[config.mk]
export PLATFORM = sky130hd
export DESIGN_NAME = noise_matrix_reader_flat
export DESIGN_NICKNAME = d
export VERILOG_FILES = /design/src/rtl/noise_matrix_reader_if.sv /design/src/rtl/noise_matrix_reader.sv /design/src/flat_wrapper.sv
export SDC_FILE = /design/constraint.sdc
export NUM_CORES = 1
export LEC_CHECK = 0
export CAP_MARGIN = 20
export CORE_ASPECT_RATIO = 1.4
export CORE_MARGIN = 2
export CORE_UTILIZATION = 43
export DETAILED_ROUTE_END_ITERATION = 10
export GPL_TIMING_DRIVEN = 0
export PLACE_DENSITY_LB_ADDON = 0.08
export SYNTH_ARGS = -nofsm -noshare
export SYNTH_HDL_FRONTEND = slang
export SYNTH_SLANG_ARGS = --single-unit
[constraint.sdc]
create_clock -name clk -period 8.5 [get_ports clk]
set_input_delay 1.7 -clock clk [delete_from_list [all_inputs] [get_ports clk]]
set_output_delay 1.7 -clock clk [all_outputs]
set_load 0.05 [all_outputs]
[src/rtl/noise_matrix_reader_if.sv]
// ---------------------------------------------------------------------------
// noise_matrix_reader_if
//   Bundles the control, BRAM read-port and output-stream signals of
//   noise_matrix_reader.
//
//   Signals:
//     start       request to stream one matrix (one-cycle pulse)
//     size        matrix side code, side = 4 << size (6 and 7 act as 5)
//     bram_addr   BRAM read address
//     bram_en     BRAM read enable; bram_rdata is valid one cycle later
//     bram_rdata  BRAM read data
//     m_data      stream sample
//     m_valid     m_data valid
//     m_ready     downstream ready; a beat moves when m_valid & m_ready
//     m_last      final sample of the matrix
//     busy        a matrix is being streamed
//     done        one-cycle pulse after the final sample is accepted
//     m_row_last  last sample of each row (only with NOISE_READER_ROW_LAST_EN)
//
//   Modports:
//     master  the reader side (drives BRAM requests and the output stream)
//     slave   the environment side (controller, BRAM and stream sink)
//
//   Build option: defining NOISE_READER_ROW_LAST_EN adds m_row_last.
// ---------------------------------------------------------------------------
interface noise_matrix_reader_if #(
  parameter int DATA_WIDTH = 16,
  parameter int ADDR_WIDTH = 14
);
  logic                  start;
  logic [2:0]            size;
  logic [ADDR_WIDTH-1:0] bram_addr;
  logic                  bram_en;
  logic [DATA_WIDTH-1:0] bram_rdata;
  logic [DATA_WIDTH-1:0] m_data;
  logic                  m_valid;
  logic                  m_ready;
  logic                  m_last;
  logic                  busy;
  logic                  done;
`ifdef NOISE_READER_ROW_LAST_EN
  logic                  m_row_last;
`endif

  modport master (
    input  start,
    input  size,
    input  bram_rdata,
    input  m_ready,
    output bram_addr,
    output bram_en,
    output m_data,
    output m_valid,
    output m_last,
    output busy,
    output done
`ifdef NOISE_READER_ROW_LAST_EN
    ,
    output m_row_last
`endif
  );

  modport slave (
    output start,
    output size,
    output bram_rdata,
    output m_ready,
    input  bram_addr,
    input  bram_en,
    input  m_data,
    input  m_valid,
    input  m_last,
    input  busy,
    input  done
`ifdef NOISE_READER_ROW_LAST_EN
    ,
    input  m_row_last
`endif
  );
endinterface

[src/rtl/noise_matrix_reader.sv]
// ---------------------------------------------------------------------------
// noise_matrix_reader
//   Streams a square noise matrix (side 4..128, row-major) out of a BRAM
//   with one-cycle read latency. Returned words land in a 2-entry FIFO whose
//   head drives the valid/ready output stream, so full throughput is kept
//   with m_ready high and nothing is lost or duplicated under backpressure.
//
//   Ports:
//     clk   single clock, all state on the rising edge
//     rst   asynchronous active-high reset; aborts any stream, flushes FIFO
//     bus   noise_matrix_reader_if.master (start/size, BRAM read port,
//           output stream m_data/m_valid/m_ready/m_last, busy, done)
//
//   Parameters:
//     DATA_WIDTH  width of one noise sample
//     ADDR_WIDTH  BRAM address width (14 covers a full 128x128 matrix)
//
//   Build option: NOISE_READER_ROW_LAST_EN adds m_row_last, driven from a
//   column counter that travels through the FIFO with each sample.
// ---------------------------------------------------------------------------
module noise_matrix_reader #(
  parameter int DATA_WIDTH = 16,
  parameter int ADDR_WIDTH = 14
) (
  input  logic                   clk,
  input  logic                   rst,
  noise_matrix_reader_if.master  bus
);

  // Element counter is one bit wider than the address so that the terminal
  // count of a full 2^ADDR_WIDTH matrix is representable.
  localparam int CW = ADDR_WIDTH + 1;

  typedef enum logic [1:0] {
    ST_IDLE   = 2'd0,
    ST_STREAM = 2'd1,
    ST_FINISH = 2'd2
  } state_t;

  state_t                r_state;
  logic [CW-1:0]         r_addr_cnt;   // next address to read
  logic [CW-1:0]         r_n;          // element count of current matrix
  logic                  r_busy;
  logic                  r_done;

  // Read-return tracking: a read issued in cycle C has its data on
  // bram_rdata in C+1, where r_rvalid marks it for capture.
  logic                  r_rvalid;
  logic                  r_rd_last;

  // 2-entry output FIFO
  logic [DATA_WIDTH-1:0] r_fifo_data [2];
  logic [1:0]            r_fifo_last;
  logic                  r_wr_ptr;
  logic                  r_rd_ptr;
  logic [1:0]            r_count;

  logic [2:0]            w_size_clamped;
  logic [CW-1:0]         w_n_calc;
  logic                  w_start_accept;
  logic                  w_m_valid;
  logic                  w_m_last;
  logic                  w_pop;
  logic                  w_push;
  logic                  w_credit_ok;
  logic                  w_issue;
  logic                  w_issue_last;

`ifdef NOISE_READER_ROW_LAST_EN
  logic [7:0]            r_col_cnt;    // column of the next read
  logic [7:0]            r_side_m1;    // side - 1
  logic                  r_rd_row;     // row-last tag for the returning read
  logic [1:0]            r_fifo_row;
  logic [7:0]            w_side_m1_calc;
`endif

  // -------------------------------------------------------------------------
  // Matrix geometry from the size code
  // -------------------------------------------------------------------------
  assign w_size_clamped = (bus.size > 3'd5) ? 3'd5 : bus.size;
  // N = 16 << (2*size)
  assign w_n_calc       = CW'(32'd16 << {w_size_clamped, 1'b0});
  assign w_start_accept = (r_state == ST_IDLE) && bus.start;

  // -------------------------------------------------------------------------
  // Stream handshake and read issue
  // -------------------------------------------------------------------------
  assign w_m_valid    = (r_count != 2'd0);
  assign w_m_last     = w_m_valid & r_fifo_last[r_rd_ptr];
  assign w_pop        = w_m_valid & bus.m_ready;
  assign w_push       = r_rvalid;

  // Occupancy is counted after this cycle's pop so a steady stream keeps one
  // word in the FIFO and one read in flight, i.e. one sample per cycle,
  // while total outstanding words never exceed the two FIFO slots.
  assign w_credit_ok  = (({1'b0, r_count} + {2'b00, r_rvalid}) - {2'b00, w_pop}) < 3'd2;
  assign w_issue      = (r_state == ST_STREAM) && (r_addr_cnt < r_n) && w_credit_ok;
  assign w_issue_last = (r_addr_cnt == (r_n - CW'(1)));

  assign bus.bram_en   = w_issue;
  assign bus.bram_addr = r_addr_cnt[ADDR_WIDTH-1:0];
  assign bus.m_data    = r_fifo_data[r_rd_ptr];
  assign bus.m_valid   = w_m_valid;
  assign bus.m_last    = w_m_last;
  assign bus.busy      = r_busy;
  assign bus.done      = r_done;

  // -------------------------------------------------------------------------
  // Control FSM with registered busy/done
  // -------------------------------------------------------------------------
  always_ff @(posedge clk or posedge rst) begin
    if (rst) begin
      r_state    <= ST_IDLE;
      r_addr_cnt <= '0;
      r_n        <= '0;
      r_busy     <= 1'b0;
      r_done     <= 1'b0;
    end else begin
      case (r_state)
        ST_IDLE: begin
          r_done <= 1'b0;
          if (w_start_accept) begin
            r_n        <= w_n_calc;
            r_addr_cnt <= '0;
            r_busy     <= 1'b1;
            r_state    <= ST_STREAM;
          end
        end
        ST_STREAM: begin
          // start is not looked at here, so a start coinciding with the
          // last beat does not re-arm the reader.
          if (w_issue) begin
            r_addr_cnt <= r_addr_cnt + CW'(1);
          end
          if (w_pop && w_m_last) begin
            r_busy  <= 1'b0;
            r_done  <= 1'b1;
            r_state <= ST_FINISH;
          end
        end
        ST_FINISH: begin
          r_done  <= 1'b0;
          r_state <= ST_IDLE;
        end
        default: begin
          r_busy  <= 1'b0;
          r_done  <= 1'b0;
          r_state <= ST_IDLE;
        end
      endcase
    end
  end

  // -------------------------------------------------------------------------
  // Read-return capture and output FIFO
  // -------------------------------------------------------------------------
  always_ff @(posedge clk or posedge rst) begin
    if (rst) begin
      // Clearing r_rvalid drops any read that was in flight at reset.
      r_rvalid    <= 1'b0;
      r_rd_last   <= 1'b0;
      r_wr_ptr    <= 1'b0;
      r_rd_ptr    <= 1'b0;
      r_count     <= 2'd0;
      for (int i = 0; i < 2; i++) begin
        r_fifo_data[i] <= '0;
      end
      r_fifo_last <= '0;
`ifdef NOISE_READER_ROW_LAST_EN
      r_fifo_row  <= '0;
`endif
    end else begin
      r_rvalid  <= w_issue;
      r_rd_last <= w_issue & w_issue_last;
      if (w_push) begin
        r_fifo_data[r_wr_ptr] <= bus.bram_rdata;
        r_fifo_last[r_wr_ptr] <= r_rd_last;
`ifdef NOISE_READER_ROW_LAST_EN
        r_fifo_row[r_wr_ptr]  <= r_rd_row;
`endif
        r_wr_ptr <= ~r_wr_ptr;
      end
      if (w_pop) begin
        r_rd_ptr <= ~r_rd_ptr;
      end
      r_count <= (r_count + {1'b0, w_push}) - {1'b0, w_pop};
    end
  end

`ifdef NOISE_READER_ROW_LAST_EN
  // -------------------------------------------------------------------------
  // Column counter: follows the issued addresses and tags each read with a
  // row-last flag that rides through the FIFO next to its data word.
  // -------------------------------------------------------------------------
  assign w_side_m1_calc = (8'd4 << w_size_clamped) - 8'd1;

  always_ff @(posedge clk or posedge rst) begin
    if (rst) begin
      r_col_cnt <= 8'd0;
      r_side_m1 <= 8'd0;
      r_rd_row  <= 1'b0;
    end else begin
      if (w_start_accept) begin
        r_col_cnt <= 8'd0;
        r_side_m1 <= w_side_m1_calc;
      end else if (w_issue) begin
        r_col_cnt <= (r_col_cnt == r_side_m1) ? 8'd0 : (r_col_cnt + 8'd1);
      end
      r_rd_row <= (r_col_cnt == r_side_m1);
    end
  end

  assign bus.m_row_last = w_m_valid & r_fifo_row[r_rd_ptr];
`endif

endmodule

[src/flat_wrapper.sv]
// flat-port wrapper written by rule: the top's interface ports become plain ports
module noise_matrix_reader_flat 
#(
  parameter int DATA_WIDTH = 16,
  parameter int ADDR_WIDTH = 14
)
  (clk, rst, bus_start, bus_size, bus_bram_rdata, bus_m_ready, bus_bram_addr, bus_bram_en, bus_m_data, bus_m_valid, bus_m_last, bus_busy, bus_done);
  noise_matrix_reader_if #(.DATA_WIDTH(DATA_WIDTH), .ADDR_WIDTH(ADDR_WIDTH)) bus_i ();
  input  logic clk;
  input  logic rst;
  input wire logic [$bits(bus_i.start)-1:0] bus_start;
  input wire logic [$bits(bus_i.size)-1:0] bus_size;
  input wire logic [$bits(bus_i.bram_rdata)-1:0] bus_bram_rdata;
  input wire logic [$bits(bus_i.m_ready)-1:0] bus_m_ready;
  output wire logic [$bits(bus_i.bram_addr)-1:0] bus_bram_addr;
  output wire logic [$bits(bus_i.bram_en)-1:0] bus_bram_en;
  output wire logic [$bits(bus_i.m_data)-1:0] bus_m_data;
  output wire logic [$bits(bus_i.m_valid)-1:0] bus_m_valid;
  output wire logic [$bits(bus_i.m_last)-1:0] bus_m_last;
  output wire logic [$bits(bus_i.busy)-1:0] bus_busy;
  output wire logic [$bits(bus_i.done)-1:0] bus_done;
  assign bus_i.start = bus_start;
  assign bus_i.size = bus_size;
  assign bus_i.bram_rdata = bus_bram_rdata;
  assign bus_i.m_ready = bus_m_ready;
  assign bus_bram_addr = bus_i.bram_addr;
  assign bus_bram_en = bus_i.bram_en;
  assign bus_m_data = bus_i.m_data;
  assign bus_m_valid = bus_i.m_valid;
  assign bus_m_last = bus_i.m_last;
  assign bus_busy = bus_i.busy;
  assign bus_done = bus_i.done;
  noise_matrix_reader #(.DATA_WIDTH(DATA_WIDTH), .ADDR_WIDTH(ADDR_WIDTH)) u_core (.clk(clk), .rst(rst), .bus(bus_i));
endmodule
======== Word-level counts from Yosys, hierarchy flattened ========
Cells that the tools add are included.
storage, ports and cells
  register bits after elaboration ......... 74
  input port bits ......................... 23
  output and inout bits ................... 35
cells by class
  add/sub/neg operators ................... 6
  magnitude comparators ................... 9
  equal/unequal tests ..................... 6
  shift-type cells ........................ 1
  multiplexer cells ....................... 23
  bitwise operators ....................... 8
  reductions and logical operators ........ 13
operators with widths
  kind                                                      count
  two-way mux 16 bit                                        4
  bitwise mux 32 bit                                        1
  two-way mux 15 bit                                        2
  case mux 15 bit (2 select lines)                          1
  demux 16 bit (select 1 bit)                               1
  adder 15 x 1 -> 15 bit, second input constant             1
  == test 15 bit                                            1
  < comparator 15 bit                                       1
  left shift 5 x 4 -> 15 bit, first input constant          1
  subtractor 15 x 1 -> 15 bit, second input constant        1
  two-way mux 1 bit                                         7
  logical AND 1 bit                                         6
  AND reduction 3 bit                                       2
  greater-or-equal comparator 2 bit, second input constant  2
  < comparator 1 x 2 -> 1 bit, second input constant        2
  two-way mux 2 bit                                         2
  inequality test 2 x 1 -> 1 bit, second input constant     2
  inverter 1 -> 2 bit                                       2
  case mux 2 bit (2 select lines)                           1
  AND reduction 2 bit                                       2
  nonzero test 2 bit                                        2
  adder 2 x 1 -> 3 bit                                      1
  bitwise AND 1 bit                                         3
  > comparator 3 bit, second input constant                 1
  15 further kinds                                          17

======== Longest topological paths before layout ========
  depth in word-level cells ............... 7
  gate-level depth with buffers ........... 14
  depth with buffers taken out ............ 14

======== Worst setup path after synthesis ========
OpenSTA, ideal clock, no wires.
  path kind ............................... input-to-output
  start point ............................. input port bus_m_ready
  end point ............................... output port bus_bram_en
  arrival ................................. 3.913 ns
  path slack .............................. 2.887 ns
  cell stages on the path ................. 10
  buffers on the path ..................... 0
  cell sequence ........................... nand2_1 inv_1 ha_1 inv_1 ha_1 fa_1 or2_2 a2111oi_4 o211ai_4 inv_1
on the way
  word-level cells in the longest chain between the ends .. 4
ends and longest elaborated chain
  what                         RTL line                   source
  from (decl)                  flat_wrapper.sv:14         input wire logic [$bits(bus_i.m_ready)-1:0] bus_m_ready;
  bitwise AND 1 bit            noise_matrix_reader.sv:90  assign w_pop = w_m_valid & bus.m_ready;
  named net u_core.w_pop       noise_matrix_reader.sv:63  logic w_pop;
  subtractor 3 x 1 -> 3 bit    noise_matrix_reader.sv:96  assign w_credit_ok = (({1'b0, r_count} + {2'b00, r_rvalid}) - {2'b00, w_pop}) < 3'd2;
  < comparator 3 x 2 -> 1 bit  noise_matrix_reader.sv:96
  logical AND 1 bit            noise_matrix_reader.sv:97  assign w_issue = (r_state == ST_STREAM) && (r_addr_cnt < r_n) && w_credit_ok;
  to (decl)                    flat_wrapper.sv:16         output wire logic [$bits(bus_i.bram_en)-1:0] bus_bram_en;
The timed path passes the listed nets, and every way through them passes these cells.

======== Worst setup path after layout ========
Same ends and word-level chain as after synthesis.

==> out/metrics.cfg <==
[global_route]
grt_max_degree = 40
track_usage_pct = 19.0
grt_pass1_wl_microns = 12600
grt_remaining_overflow = 0
antenna_found_initial = 0
grt_pass1_vias = 2532

[place]
placed_area_sq_mm = 0.00412
dp_hpwl_microns = 5530
port_buffers = 57
place_congestion = 0.785
pre_cts_slack_ns = 1.62
post-place-cells = 459

[sta]
drv_slew = 0
holdWs_ns = 0.485
tns_ns = 0
worst_slew_pin_slew_ns = 0.759
clock.fmax_ghz = 0.146
max-slew-margin-rel_pct = 49.3
layout_setup_ws_ns = 1.63
period_share_pct = 80.8
hold_viol_final = 0
fin_crit_ns = 6.87
setup_violations = 0
rsz0062_at_grt = no
clock-skew-final_ns = 0.0104

[die]
die_w_microns = 79.2
dieArea_sq_mm = 0.00865
ios = 58
core_sq_mm = 0.00770
die_height_microns = 109
rows = 38
initial_core_util_pct = 44.2

[clock_tree]
cts_buffers = 9
h-tree-depth = 3
insertion_delay_ns = 0.34
cts_tree = done
cts_root_buf = clkbuf_8
clk_pin_slew_ns = 0.07
clockBufferDepth = 2
cts_setup_buffers = 0
hold_buffers = 0
cts.repair.resized = 0
cts_num_sinks = 65

[cells_and_area]
instances_no_fill = 475
fillers = 696
area_delta_synth_final_pct = 28.3
fin_util_pct = 56.7
layout.nets = 404
diodes = 0
layout-drive-gt1-share_pct = 23.7
fin_area_sq_mm = 0.00437

[run_status]
status = finished clean

[power_and_ir_drop]
power_frac_seq_pct = 28.6
intPower_uw = 958
power_density_mw_per_mm2 = 377
swShare_pct = 41.7
finalPower_mw = 1.65
irDropWorstVdd_mv = 0.179
p_comb_share_pct = 51.5
power.net_switching_uw = 687
leakagePower_nw = 1.87
clockPowerShare_pct = 19.9

[route]
drtIter0Drc = 73
vias = 2535
routed_wl_microns = 7640
drc = 0
drtPass1Iterations = 4
drt.antenna.violating_nets = 0
via_per_inst = 5.34
wire_per_inst_microns = 16.1

[synthesis]
ys_ff_latch = 65
synthesis.nets = 335
syn_avg_cell_area_sq_um = 11.3
synth-seq-area-share_pct = 47.8
syn_inst = 301
ys.flop_type = dfrtp_1
async_flop_share_pct = 100
ys_warn_count = 0
syn_area_sq_mm = 0.00340
yosysUniqueCellTypes = 42
synth-edff-count = 0

[critical_path]
crit_required_ns = 6.80
crit_buf_inv = 5
endpoint_kind = output port
worstSetupPathType = in2out
worstPathCellList = clkdlybuf4s50_1, nand2_1, inv_1, ha_1, inv_1, ha_1, fa_1, or2_2, a2111oi_4, o211ai_4, inv_1, clkdlybuf4s50_1
critPathArrivalTime_ns = 5.17
startpoint_type = input pin
cpPeakStageDelay_ns = 0.83
crit_top_cell = inv_1
path_max_fanout = 10
path_delay_family = buffers and inverters
slowest_stage = clkdlybuf4s50_1

[job]
cap_violations = 0

[worst_hold_path]
hold_class = reg2reg

-- layout by cell type, fill, tap and decap left out, drive strengths merged, types with 4 or more instances in the layout --
cell type      netlist  layout
o21ai               11      11
o31ai                7       7
dfrtp               65      65
xnor2                7       7
nand3                8       8
or4                  7       7
buf                 16      17
clkbuf              10      19
nand4                7       7
ha                  10      10
nor2                 9       9
a21oi                9       9
mux2                50      50
clkdlybuf4s50        0      57
o211ai               7       7
nand2               16      16
o41ai                4       4
inv                 21      23
or3                  4       4
-- flip-flops by register name (all words and copies together), names as in the netlist --
register and cells:
u_core.bus.busy 1, u_core.r_wr_ptr 1, u_core.r_count 2, u_core.r_fifo_last 2, u_core.r_addr_cnt 15, u_core.r_rd_last 1, u_core.bus.done 1, u_core.r_n 6
u_core.r_fifo_data 32, u_core.r_rvalid 1, u_core.r_state 2, u_core.r_rd_ptr 1
-- worst paths after layout --
kind                                             start                                 end  slack (ns)  cells after the start
max                                        bus_m_ready                         bus_bram_en        1.63                     12
min                          u_core.r_rvalid$_DFF_PP0_         u_core.r_wr_ptr$_DFFE_PP0P_        0.49                      1
max reg2reg                u_core.r_count[1]$_DFF_PP0_          u_core.r_rd_last$_DFF_PP0_        4.87                     13
min reg2reg                  u_core.r_rvalid$_DFF_PP0_         u_core.r_wr_ptr$_DFFE_PP0P_        0.49                      1
max in group asynchronous                          rst   u_core.r_fifo_data[6]$_DFFE_PP0P_        6.13                      3
min in group asynchronous                          rst  u_core.r_fifo_data[19]$_DFFE_PP0P_        1.75                      2
-- power groups by stage --
stage	clock, mW	combinational (mW)	sequential (mW)
final	0.328	0.847	0.471
after global placement	0	0.848	0.469
after global routing	0.348	0.899	0.484
after floorplan	0	0.630	0.459
after CTS	0.335	0.859	0.471
after detailed placement	0	0.855	0.477
-- cells in the mapped netlist (3+ instances only) --
| cell type | count | area share, % |
|---|---|---|
| buf_4 | 15 | 3.3 |
| nand2_1 | 16 | 1.8 |
| dfrtp_1 | 65 | 48 |
| inv_1 | 21 | 2.3 |
| ha_1 | 10 | 3.7 |
| clkbuf_1 | 10 | 1.1 |
| o211ai_1 | 6 | 1.3 |
| or3_1 | 4 | 0.74 |
| xor2_1 | 3 | 0.77 |
| o31ai_1 | 7 | 1.5 |
| nand3_1 | 8 | 1.2 |
| xnor2_1 | 7 | 1.8 |
| or4_1 | 7 | 1.5 |
| a21oi_1 | 9 | 1.3 |
| nor2_1 | 9 | 0.99 |
| o41ai_1 | 4 | 1.0 |
| o21ai_0 | 11 | 1.6 |
| nand4_1 | 7 | 1.3 |
| or2_2 | 3 | 0.55 |
| mux2_2 | 50 | 17 |
| nor4_1 | 3 | 0.55 |
-- cell families after synthesis --
kind of cell,synth area share [%]
compound gates,10.4
xor+xnor,2.57
fa+ha+maj,4.26
buf+inv,6.88
flops,47.8
mux,16.8
simple gates,11.2
-- area by class of cell --
cell class              count  area, sq um  share of cell area (%)
well taps                 100          125                    2.86
clock inverters             7          125                    2.86
flip-flops and latches     65         1630                    37.2
multi-input cells         189         1540                    35.3
repair buffers             58          591                    13.5
clock buffers               9          124                    2.84
inverters                  21         78.8                    1.80
plain buffers              26          155                    3.55
-- metal layers --
| layer | global-route usage [%] | part of all wire (%) | vias up | wire length (microns) |
|---|---|---|---|---|
| met3 | 4.22 | 3.6 | 15 | 272 |
| li1 | - | - | 1226 | - |
| met2 | 32.1 | 52 | 57 | 3950 |
| met4 | 8.00 | 2.3 | 0 | 176 |
| met1 | 23.2 | 42 | 1237 | 3240 |
| met5 | 0 | 0 | - | 0 |
Power figures use the tool's default switching activity.
==> RTL edit 1, RTL diff (same flow settings) <==
`ADDR_WIDTH` is set to 14 in 3 places; all go to 13. Comments in the files are not updated.
--- a/src/rtl/noise_matrix_reader_if.sv
+++ b/src/rtl/noise_matrix_reader_if.sv
@@ -25,7 +25,7 @@
 // ---------------------------------------------------------------------------
 interface noise_matrix_reader_if #(
   parameter int DATA_WIDTH = 16,
-  parameter int ADDR_WIDTH = 14
+  parameter int ADDR_WIDTH = 13
 );
   logic                  start;
   logic [2:0]            size;
--- a/src/rtl/noise_matrix_reader.sv
+++ b/src/rtl/noise_matrix_reader.sv
@@ -20,7 +20,7 @@
 // ---------------------------------------------------------------------------
 module noise_matrix_reader #(
   parameter int DATA_WIDTH = 16,
-  parameter int ADDR_WIDTH = 14
+  parameter int ADDR_WIDTH = 13
 ) (
   input  logic                   clk,
   input  logic                   rst,
--- a/src/flat_wrapper.sv
+++ b/src/flat_wrapper.sv
@@ -2,7 +2,7 @@
 module noise_matrix_reader_flat 
 #(
   parameter int DATA_WIDTH = 16,
-  parameter int ADDR_WIDTH = 14
+  parameter int ADDR_WIDTH = 13
 )
   (clk, rst, bus_start, bus_size, bus_bram_rdata, bus_m_ready, bus_bram_addr, bus_bram_en, bus_m_data, bus_m_valid, bus_m_last, bus_busy, bus_done);
   noise_matrix_reader_if #(.DATA_WIDTH(DATA_WIDTH), .ADDR_WIDTH(ADDR_WIDTH)) bus_i ();
Ports: changed (resized bus_bram_addr); port bits go from 58 to 57. No check against the original RTL was run, so the function may have changed too.
==> RTL edit 1 against the unedited design <==
  * Maximum frequency increased by 4.1%
  * Worst setup slack gained 0.27 ns
  * Routed wire length down 8.1%
  * First-iteration DRC count fell by 8.2%
  * Register-to-register slack better by 0.65 ns
  * Synthesized area shrank 4.3%
  * Design area fell by 5.0%
  * Utilization is 0.34 points lower
  * Combinational power shrank 9.0%
  * Critical endpoint unchanged
  * Largest power group unchanged
  * Cell count is 3.8% lower
  * Non-clock buffer count decreased by 3
  * Sequential cell count shrank 2
  * Total power is 9.9% lower
==> RTL edit 1: results (changes against the unedited design) <==
metric	value	unit	change
status	complete, no violations		
Critical Path AT	4.90	ns	-0.27 ns
share of layout cells above drive strength 1	0.261		+0.0238
Yosys cell types	49		+17%
postcts setup bufs	0		unchanged
fillcell total	650		-6.6%
number of global-route vias before repair	2583		+2.0%
Worst path top cell family by delay	buffers and inverters		
Antenna Cells	0		unchanged
syn nets	320		-4.5%
registers with the most flip-flops	u_core.r_fifo_data (32), u_core.r_addr_cnt (14), u_core.r_n (5)		
CTS Buffer Depth	2		unchanged
adder-cell area share of the yosys netlist	0.0407		-0.00194
GRT Overall Usage	0.187		-0.00299
Area contributors post-synth	dfrtp_1 48%, mux2_2 17%, ha_1 3.5%		
largest fanout on the critical path	10		unchanged
Commonest cells post-synth	63 x dfrtp_1, 50 x mux2_2, 15 x inv_1, 15 x nor2_1		
slowest stage delay, CP	0.81	ns	-0.02 ns
Worst Skew	0.00891	ns	-0.00145 ns
TritonCTS Buffers	9		unchanged
hold violation total from the final report	0		unchanged
Detail Placement HPWL	5020	um	-9.3%
Final Wtd Congestion	0.825		+5.1%
register area share after synthesis	0.484		+0.00593
via count	2395		-5.5%
total negative slack	0	ns	unchanged
port buffer count	56		-1.8%
initial antenna violation count	0		unchanged
multiplexer area fraction after synthesis	0.176		+0.00750
compound-gate portion of the synthesized area	0.0906		-0.0138
Clock Tree Root	clkbuf_8		
Worst-Margin Slew	0.699	ns	-0.0603 ns
class of the worst hold path	register to register		
1st-iter DRT viols	67		-8.2%
NumNets Final	388		-4.0%
TritonRoute pass-1 iters	4		unchanged
Ys Warns	0		unchanged
largest net degree at the start of global routing	34		-15%
ys async rst share	1.00		unchanged
Setup crit start	bus_m_ready		
first-pass GRT wire length	12300	um	-2.3%
VDD IR max	0.000197	V	+10%
final wirelength	7030	um	-8.1%
htree depth	3		unchanged
Worst-path clk slew	0.07	ns	about the same
leakage	1.86	nW	-0.62%
Skew-Pair Late Insertion Delay	0.33	ns	
crit path max-delay cell type	clkdlybuf4s50_1		
XOR/XNOR share of the synthesized area	0.0215		-0.00423
Resize count post-CTS	0		unchanged
Hold Startpoint	u_core.r_wr_ptr		
r2r startpoint	u_core.r_count[1]		
==> RTL edit 1: power by group <==
group	switching, mW	total (mW)	internal [mW]	leakage (nW)
registers	0.0576	0.461	0.403	0.771
clock network	0.117	0.252	0.134	0.0960
logic	0.454	0.771	0.317	0.996
total	0.628	1.48	0.855	1.86
==> RTL edit 1: cell type report <==
cell class                      instances  area (um^2)  share of cell area
Buffer                                 24          159              0.0383
Tap cell                               97          121              0.0293
Timing Repair Buffer                   57          581               0.140
Clock buffer                           10          128              0.0308
Multi-Input combinational cell        183         1460               0.351
Clock inverter                          6         61.3              0.0148
Inverter                               17         66.3              0.0160
Sequential cell                        63         1580               0.380
==> RTL edit 1: routing by layer <==
layer	GRT usage	share of wire	vias up
met4	0.0816	0.023	0
li1	-	-	1152
met3	0.0354	0.034	13
met1	0.223	0.43	1183
met5	0	0	-
met2	0.325	0.52	47
==> RTL edit 1: per-stage QoR <==
| stage | setup slack, ns | area (um^2) | instances | hold WS (ns) |
|---|---|---|---|---|
| final | 1.90 | 4150 | 457 | 0.492 |
| after detailed placement | 1.92 | 3960 | 441 | 0.483 |
| after global placement | 1.91 | 3940 | 440 | 0.480 |
| after floorplan | 3.30 | 3260 | 287 | 0.458 |
| after global routing | 1.71 | 4150 | 457 | 0.516 |
| after CTS | 1.89 | 4150 | 457 | 0.494 |
==> RTL edit 1: final timing paths <==
kind,depth (start not counted),slack [ns],end
hold reg to reg,1,0.49,u_core.r_wr_ptr
max in group asynchronous,3,6.11,u_core.r_addr_cnt[13]
min in group asynchronous,2,1.78,u_core.r_fifo_data[11]
setup reg to reg,15,5.52,u_core.r_addr_cnt[8]
setup / recovery,13,1.90,bus_bram_en
hold / removal,1,0.49,u_core.r_wr_ptr
==> RTL edit 2, RTL diff (same flow settings) <==
Without the edit above. Encoding of `state_t`: now one-hot (3 bits for 3 states).
--- a/src/rtl/noise_matrix_reader.sv
+++ b/src/rtl/noise_matrix_reader.sv
@@ -31,10 +31,10 @@
   // count of a full 2^ADDR_WIDTH matrix is representable.
   localparam int CW = ADDR_WIDTH + 1;
 
-  typedef enum logic [1:0] {
-    ST_IDLE   = 2'd0,
-    ST_STREAM = 2'd1,
-    ST_FINISH = 2'd2
+  typedef enum logic [2:0] {
+    ST_IDLE   = 3'b001,
+    ST_STREAM = 3'b010,
+    ST_FINISH = 3'b100
   } state_t;
 
   state_t                r_state;
Check against the original RTL: same outputs for any inputs over 10 cycles, from zero or initial values and one cycle with rst high; not proved beyond that.
==> RTL edit 2 against the unedited design <==
  * Maximum frequency decreased by 3.4%
  * Sequential share of layout area down 0.91 points
  * Sequential cell count rose by 1
  * Clock skew down 0.0051 ns
  * Design area is 4.2% higher
  * Routed wire length is 1.8% higher
  * Worst setup slack got worse by 0.24 ns
  * Synthesized area is 5.1% higher
  * Sequential power increased by 2%
  * Total power is 8.2% higher
  * Critical path type unchanged
  * Critical endpoint unchanged
==> RTL edit 2: results (changes against the unedited design) <==
metric	value	unit	change
Worst-path clk slew	0.05	ns	-0.02 ns
crit path max-delay cell type	clkdlybuf4s50_1		
footprint of the multi-input gates	0.00169	mm^2	+9.5%
status	complete, no violations		
Routed WL per cell	15.8	um	-1.7%
Commonest cells post-synth	65 x dfrtp_1, 50 x mux2_2, 20 x nor2_1		
Syn Area/Cell	11.3	um^2	-0.23%
Critical Path AT	5.41	ns	+0.24 ns
Switching Fraction	0.425		+0.00756
Area contributors post-synth	dfrtp_1 45%, mux2_2 16%, ha_1 3.5%		
TritonRoute pass-1 iters	4		unchanged
Worst Skew	0.00528	ns	-0.00508 ns
final wirelength	7790	um	+1.8%
largest net degree at the start of global routing	67		+68%
Hold Slack	0.489	ns	+0.00391 ns
worst rel slew slack	0.457		-0.0359
share of layout cells above drive strength 1	0.285		+0.0473
Antenna Cells	0		unchanged
register area share after synthesis	0.462		-0.0157
placed cell count	476		+3.7%
Yosys cell types	57		+36%
largest fanout on the critical path	7		-3
fillcell total	755		+8.5%
Clock Tree Root	clkbuf_16		
NumNets Final	419		+3.7%
GRT Overall Usage	0.184		-0.00588
reg2reg setup slack	5.00	ns	+0.13 ns
Detail Placement HPWL	5560	um	+0.60%
VDD IR max	0.000226	V	+26%
Worst R2R End	u_core.r_addr_cnt[7]		
DR vias/cell	5.43		+1.8%
number of global-route vias before repair	2652		+4.7%
1st-iter DRT viols	79		+8.2%
leakage	2.00	nW	+6.5%
## RTL edit 2: kinds of logic after synthesis
logic type                 after synthesis  share of synthesized area
DFF                                     66                      0.462
buffers and inverters                   41                     0.0654
muxes                                   52                      0.163
AOI/OAI and AO/OA                       53                      0.112
xor gates and xnor gates                 9                     0.0220
and+or+nand+nor                         85                      0.135
adders and majority gates               11                     0.0406
## RTL edit 2: final cells by class
cell class | instances | share of cell area
well taps | 102 | 0.0281
plain buffers | 27 | 0.0399
repair buffers | 57 | 0.125
clock inverters | 5 | 0.00660
flip-flops and latches | 66 | 0.363
clock buffers | 11 | 0.0534
multi-input cells | 210 | 0.371
inverters | 14 | 0.0121
## RTL edit 2: metrics by stage
| step | setup WS, ns | cell area, um^2 |
|---|---|---|
| finish | 1.39 | 4550 |
| global route | 1.27 | 4550 |
| CTS | 1.37 | 4550 |
| detailed placement | 1.37 | 4280 |
| global placement | 1.40 | 4270 |
| floorplan | 2.72 | 3580 |
## RTL edit 2: power groups by stage
stage	sequential, mW	combinational (mW)	clock [mW]
floorplan	0.467	0.719	0
global placement	0.479	0.959	0
detailed placement	0.486	0.970	0
CTS	0.481	0.972	0.346
global route	0.496	1.02	0.360
finish	0.481	0.963	0.336
## RTL edit 2: routing by layer
metal	vias to the layer above	global-route usage	share of wire
met5	-	0	0
met4	0	0.0802	0.030
met3	18	0.0381	0.036
met2	57	0.310	0.52
met1	1318	0.223	0.42
li1	1280	-	-
## RTL edit 2: worst max-delay path by stage
stage           startpoint          end  slack (ns)  cells past startpoint
2_1_floorplan  bus_m_ready  bus_bram_en        2.72                     10
3_3_place_gp   bus_m_ready  bus_bram_en        1.40                     12
3_5_place_dp   bus_m_ready  bus_bram_en        1.37                     12
4_1_cts        bus_m_ready  bus_bram_en        1.37                     12
5_1_grt        bus_m_ready  bus_bram_en        1.27                     12
6_report       bus_m_ready  bus_bram_en        1.39                     12
